<file path="config.mk">
export PLATFORM = sky130hd
export DESIGN_NAME = scan_position_sequencer
export DESIGN_NICKNAME = d
export VERILOG_FILES = /design/src/rtl/scan_pkg.sv /design/src/rtl/scan_out_reg.sv /design/src/rtl/scan_position_sequencer.sv
export SDC_FILE = /design/constraint.sdc
export NUM_CORES = 1
export LEC_CHECK = 0
export CAP_MARGIN = 30
export CELL_PAD_IN_SITES_DETAIL_PLACEMENT = 0
export CELL_PAD_IN_SITES_GLOBAL_PLACEMENT = 1
export CORE_ASPECT_RATIO = 0.6
export CORE_UTILIZATION = 32
export CTS_CLUSTER_DIAMETER = 60
export DETAILED_ROUTE_END_ITERATION = 8
export GPL_TIMING_DRIVEN = 0
export MAX_ROUTING_LAYER = met4
export PLACE_DENSITY_LB_ADDON = 0.1
export SYNTH_ARGS = -nofsm -noshare
export SYNTH_HDL_FRONTEND = slang
export SYNTH_HIERARCHICAL = 1
export SYNTH_SLANG_ARGS = --single-unit
</file>
<file path="constraint.sdc">
create_clock -name clk -period 3.6 [get_ports clk]
set_clock_uncertainty 0.2 [all_clocks]
set_input_delay 0.54 -clock clk [delete_from_list [all_inputs] [get_ports clk]]
set_output_delay 0.54 -clock clk [all_outputs]
set_load 0.02 [all_outputs]
</file>
<file path="src/rtl/scan_pkg.sv">
// Shared types and constants for the RDOQ scan position sequencer and its output stage.
package scan_pkg;

    localparam int ADDR_W   = 10;
    localparam int CRD_W    = 5;
    localparam int MIN_LOG2 = 2;
    localparam int MAX_LOG2 = 5;

    typedef enum logic [1:0] {
        DIAG = 2'd0,
        HOR  = 2'd1,
        VER  = 2'd2
    } scan_type_e;

    typedef enum logic [1:0] {
        IDLE  = 2'd0,
        RUN   = 2'd1,
        DRAIN = 2'd2
    } seq_state_e;

    typedef struct packed {
        logic [ADDR_W-1:0] scan_pos;
        logic [ADDR_W-1:0] scan_addr;
        logic [CRD_W-1:0]  x;
        logic [CRD_W-1:0]  y;
        logic              first;
        logic              last;
    } beat_t;

    function automatic logic log2_ok(input logic [2:0] v);
        return (int'(v) >= MIN_LOG2) && (int'(v) <= MAX_LOG2);
    endfunction

    // Highest scan position of a (1<<w) x (1<<h) block; a full-width shift yields all ones.
    function automatic logic [ADDR_W-1:0] max_pos(input logic [2:0] w, input logic [2:0] h);
        logic [3:0] sum;
        sum = {1'b0, w} + {1'b0, h};
        return ~({ADDR_W{1'b1}} << sum);
    endfunction

endpackage

</file>
<file path="src/rtl/scan_out_reg.sv">
// One-entry valid/ready output register: loads a beat when the slot is free, holds it while stalled,
// and drops it on flush.
module scan_out_reg
    import scan_pkg::*;
(
    input  logic  clk,
    input  logic  rst_n,
    input  logic  load,
    input  logic  flush,
    input  logic  ready,
    input  beat_t din,
    output logic  valid,
    output beat_t dout,
    output logic  slot_free
);

    logic  valid_q;
    logic  valid_d;
    beat_t data_q;
    beat_t data_d;

    always_comb begin
        valid_d = valid_q;
        data_d  = data_q;
        if (flush) begin
            valid_d = 1'b0;
        end else if (load) begin
            valid_d = 1'b1;
            data_d  = din;
        end else if (valid_q && ready) begin
            valid_d = 1'b0;
        end
    end

    always_ff @(posedge clk or negedge rst_n) begin
        if (!rst_n) begin
            valid_q <= 1'b0;
            data_q  <= '0;
        end else begin
            valid_q <= valid_d;
            data_q  <= data_d;
        end
    end

    assign valid     = valid_q;
    assign dout      = data_q;
    assign slot_free = !valid_q || ready;

endmodule

</file>
<file path="src/rtl/scan_position_sequencer.sv">
// Walks scan positions from the last significant position down to 0, queries the scan ROM mux
// controller for each raster address and streams (pos, addr, x, y) beats to the RDOQ cost stage.
module scan_position_sequencer
    import scan_pkg::*;
(
    input  logic              clk,
    input  logic              rst_n,
    input  logic              start,
    input  logic              abort,
    input  logic [2:0]        cfg_log2_w,
    input  logic [2:0]        cfg_log2_h,
    input  logic [1:0]        cfg_scan_type,
    input  logic [ADDR_W-1:0] cfg_last_pos,
    output logic [2:0]        log2BlockWidth,
    output logic [2:0]        log2BlockHeight,
    output logic [1:0]        scanType,
    output logic [ADDR_W-1:0] scanPosition,
    input  logic [ADDR_W-1:0] scanAddress,
    output logic              out_valid,
    input  logic              out_ready,
    output logic [ADDR_W-1:0] out_scan_pos,
    output logic [ADDR_W-1:0] out_scan_addr,
    output logic [CRD_W-1:0]  out_x,
    output logic [CRD_W-1:0]  out_y,
    output logic              out_first,
    output logic              out_last,
    output logic              busy,
    output logic              done,
    output logic              err
);

    seq_state_e        state_q, state_d;
    logic [2:0]        log2_w_q, log2_w_d;
    logic [2:0]        log2_h_q, log2_h_d;
    scan_type_e        type_q, type_d;
    logic [ADDR_W-1:0] pos_q, pos_d;
    logic [ADDR_W-1:0] start_pos_q, start_pos_d;
    logic              busy_q, busy_d;
    logic              done_q, done_d;
    logic              err_q, err_d;

    logic [ADDR_W-1:0] pos_limit;
    logic [ADDR_W-1:0] width_mask;
    logic              load;
    logic              flush;
    logic              slot_free;
    beat_t             beat_in;
    beat_t             beat_out;

    assign pos_limit  = max_pos(cfg_log2_w, cfg_log2_h);
    assign width_mask = ~({ADDR_W{1'b1}} << log2_w_q);

    // x/y come from the raster address for every block shape, rectangles included.
    always_comb begin
        beat_in.scan_pos  = pos_q;
        beat_in.scan_addr = scanAddress;
        beat_in.x         = CRD_W'(scanAddress & width_mask);
        beat_in.y         = CRD_W'(scanAddress >> log2_w_q);
        beat_in.first     = (pos_q == start_pos_q);
        beat_in.last      = (pos_q == '0);
    end

    always_comb begin
        state_d     = state_q;
        log2_w_d    = log2_w_q;
        log2_h_d    = log2_h_q;
        type_d      = type_q;
        pos_d       = pos_q;
        start_pos_d = start_pos_q;
        done_d      = 1'b0;
        err_d       = 1'b0;
        load        = 1'b0;
        flush       = 1'b0;

        unique case (state_q)
            IDLE: begin
                if (start && !abort) begin
                    if (log2_ok(cfg_log2_w) && log2_ok(cfg_log2_h)) begin
                        log2_w_d = cfg_log2_w;
                        log2_h_d = cfg_log2_h;
                        type_d   = scan_type_e'(cfg_scan_type);
                        state_d  = RUN;
                        if (cfg_last_pos > pos_limit) begin
                            pos_d = pos_limit;
                            err_d = 1'b1;
                        end else begin
                            pos_d = cfg_last_pos;
                        end
                        start_pos_d = pos_d;
                    end else begin
                        err_d = 1'b1;
                    end
                end
            end
            RUN: begin
                if (abort) begin
                    flush   = 1'b1;
                    state_d = IDLE;
                end else if (slot_free) begin
                    load = 1'b1;
                    if (pos_q == '0) begin
                        state_d = DRAIN;
                    end else begin
                        pos_d = pos_q - 1'b1;
                    end
                end
            end
            DRAIN: begin
                if (abort) begin
                    flush   = 1'b1;
                    state_d = IDLE;
                end else if (out_valid && out_ready) begin
                    state_d = IDLE;
                    done_d  = 1'b1;
                end
            end
            default: begin
                state_d = IDLE;
            end
        endcase
    end

    assign busy_d = (state_d != IDLE);

    always_ff @(posedge clk or negedge rst_n) begin
        if (!rst_n) begin
            state_q     <= IDLE;
            log2_w_q    <= '0;
            log2_h_q    <= '0;
            type_q      <= DIAG;
            pos_q       <= '0;
            start_pos_q <= '0;
            busy_q      <= 1'b0;
            done_q      <= 1'b0;
            err_q       <= 1'b0;
        end else begin
            state_q     <= state_d;
            log2_w_q    <= log2_w_d;
            log2_h_q    <= log2_h_d;
            type_q      <= type_d;
            pos_q       <= pos_d;
            start_pos_q <= start_pos_d;
            busy_q      <= busy_d;
            done_q      <= done_d;
            err_q       <= err_d;
        end
    end

    scan_out_reg u_out_reg (
        .clk       (clk),
        .rst_n     (rst_n),
        .load      (load),
        .flush     (flush),
        .ready     (out_ready),
        .din       (beat_in),
        .valid     (out_valid),
        .dout      (beat_out),
        .slot_free (slot_free)
    );

    assign log2BlockWidth  = log2_w_q;
    assign log2BlockHeight = log2_h_q;
    assign scanType        = type_q;
    assign scanPosition    = pos_q;
    assign out_scan_pos    = beat_out.scan_pos;
    assign out_scan_addr   = beat_out.scan_addr;
    assign out_x           = beat_out.x;
    assign out_y           = beat_out.y;
    assign out_first       = beat_out.first;
    assign out_last        = beat_out.last;
    assign busy            = busy_q;
    assign done            = done_q;
    assign err             = err_q;

endmodule

</file>
==> impl_metrics.toml <==
[layout]
layout-drive-gt1-share = 0.231
antenna_cells = 0
seqCellArea_mm2 = 0.00165
final_design_area_no_fill_mm2 = 0.00569
fin_util = 0.466
fin_nets = 554
fillers = 1165
areaGrowthSynthToFinish_pct = 40.1
final_cells = 672
multi_input_area_mm2 = 0.00226

[pwr]
finalPower_mw = 4.84
seq_power_share = 0.283
clock_power_share = 0.195
p_leak_nw = 2.46
p_sw_frac = 0.383
combPwrFrac = 0.522
power_switching_mw = 1.85
irDropWorstVdd_v = 0.000289
cellPowerDensity_mw_per_mm2 = 851
p_int_mw = 2.99

[synth]
async_flop_share = 1.00
synthFlopType = "dfrtp_1"
syn_area_per_cell_um2 = 10.3
synth_area_leaders = "dfrtp_1 (41%), mux2_4 (11%), ha_1 (5.5%), nand2_1 (4.4%), o21ai_0 (4.2%)"
yosys_warnings = 6
synth_area_leader_cell = "dfrtp_1"
netlist_area_mm2 = 0.00406
synth_cell_types = 54
synth-seq-cells = 66
synth_common_cells = "dfrtp_1 (66), nand2_1 (48), o21ai_0 (34)"
yosysTopAreaCellShare = 0.407
post-synth-top-count-cell = "dfrtp_1"
synth-edff-count = 0
syn-num-nets = 448
syn_inst = 396
ys_seq_area_frac = 0.407

[floorplanning]
dieArea_mm2 = 0.0132
io_pins = 87
dieWidth_um = 147
start_util = 0.332
rows = 31
die-height_um = 89.3
core_area_mm2 = 0.0122

[worst_setup_path]
rr_worst_depth = 9
slowest_delay_ns = 0.49
path_cells = "buf_2 > ha_4 > inv_2 > fa_2 > nand2b_4 > o21ai_4 > inv_2 > ha_1 > nand4_1 > nor3_2 > a2111oi_2 > a311oi_1 > buf_4 > buf_6 > mux2i_4 > o21ai_0"
cp.depth = 16
path_buf_inv = 5
crit_fanout = 6
crit_path_end_kind = "flip-flop"
cpLargestDelayFamily = "adder cells"
ff2ff_setup_slack_ns = 0.98
setup.worst_path.start_class = "primary input"
setup.worst_path.class = "in -> reg"
cp_data_required_time_ns = 3.60
cp_slowest_cell = "fa_2"
critPathArrivalTime_ns = 3.42
cp_common_cell = "inv_2"

[placement]
dp_cells = 647
io_buffer_count = 86
dp_slack_ns = -1.02
hpwl_mm = 8.37
gp_congestion = 0.789
post_dp_cell_area_mm2 = 0.00513

[detailed_routing]
routed-via-count = 3205
drc = 0
wl_per_cell_um = 16.7
detail-route-antenna-nets = 0
wl_mm = 11.2
viasPerCell = 4.77
dr.pass1.iters = 4
drt-initial-drc-count = 140

[clock_tree]
clock_path_buffers = 2
clk_latency_ns = 0.33
cts_buffers = 9
h-tree-depth = 3
cts_tree = "built"
path_clk_slew_ns = 0.06
cts_hold_buf = 0
clock_sinks = 66
cts_root_buf = "clkbuf_16"

[global_route]
first_global_vias = 3191
antenna_found_initial = 0
grt_max_degree = 67
track_usage = 0.186
grt_remaining_overflow = 0
grt_pass1_wl_mm = 17.6

[timing]
timing.hold.ws_ns = 0.122
finalHoldViolations = 0
fin_tns_setup_ns = 0
slew_viol_final = 0
min_period_over_period = 0.950
max_slew_margin = 0.425
min_period_ns = 3.42
fmax_ghz = 0.292
tightestPinTransition_ns = 0.862
setup_viol = 0
postLayoutSetupSlackWorst_ns = 0.180

[status]
status = "finished, final reports clean"

[min_path]
hp-class = "in -> async"

[flow_run]
maxCapViolations = 0
==> sequential cells by signal (all words and copies together), names as in the netlist, 2 cells and up <==
name	flops
u_out_reg/dout	32
start_pos_q	10
scanType	2
log2BlockHeight	3
log2BlockWidth	3
state_q	2
scanPosition	10
==> layer usage <==
metal  GRT usage  vias to the layer above  share of wire
met5           -                        -              0
met4      0.0562                        0         0.0056
met3      0.0372                        7          0.044
met2       0.234                       84           0.38
met1       0.286                     1534           0.57
li1            -                     1580              -
==> cell usage in the layout (no fill, tap or decap), drive strengths merged, types with 5 or more instances in the layout <==
cell type	Yosys	routed
clkdlybuf4s50	0	79
dfrtp	66	66
nand2	48	48
mux2	38	38
o21ai	35	35
buf	18	30
inv	29	29
clkbuf	11	23
a21oi	20	20
ha	18	18
nor2	16	16
mux2i	16	16
xnor2	8	8
a21o	6	6
nor4	6	6
nor2b	5	5
xor2	5	5
==> logic make-up after synthesis <==
group	Yosys count	share of synthesized area
compound gates	85	0.128
mux	54	0.173
simple gates	101	0.123
flops	66	0.407
fa+ha+maj	19	0.0604
buf+inv	58	0.0813
xor+xnor	13	0.0280
==> cell type report <==
type / instances / share of cell area
multi-input combinational: 272 / 0.397
sequential: 66 / 0.290
timing repair buffer: 95 / 0.161
clock buffer: 10 / 0.0402
buffer: 29 / 0.0402
tap: 165 / 0.0363
inverter: 29 / 0.0191
clock inverter: 6 / 0.0160
==> power groups by stage <==
stage	clock network [mW]	registers (mW)	logic, mW
6_report	0.943	1.37	2.53
5_1_grt	0.999	1.43	2.72
4_1_cts	0.969	1.38	2.51
3_5_place_dp	0	1.38	2.41
3_3_place_gp	0	1.38	2.40
2_1_floorplan	0	1.57	1.27
==> final timing paths <==
path	from	endpoint
max reg2reg	scanPosition[0]	busy
min reg2reg	scanType[0]	scanType[0]
min in group clk	cfg_log2_w[0]	log2BlockWidth[0]
min	rst_n	u_out_reg/dout[28]
max in group asynchronous	rst_n	u_out_reg/dout[6]
max	cfg_log2_h[0]	start_pos_q[2]
==> worst reg2reg max path, cell delays in order, from the launching register on <==
cell and delay, ns:
dfrtp_1 0.50, inv_1 0.11, ha_1 0.22, or4b_4 0.48, buf_6 0.15, nor3_4 0.34, nand3_2 0.11, nand2_1 0.10
a221oi_2 0.07, or2_1 0.22
==> what timing repair did <==
| item | in CTS | in global routing |
|---|---|---|
| buffers inserted | 6 | 2 |
| gates cloned | 1 | 0 |
| endpoints found under the setup margin | 21 | 21 |
| pin swaps | 10 | 11 |
| gates resized for setup | 46 | 20 |
Power figures use the tool's default switching activity.
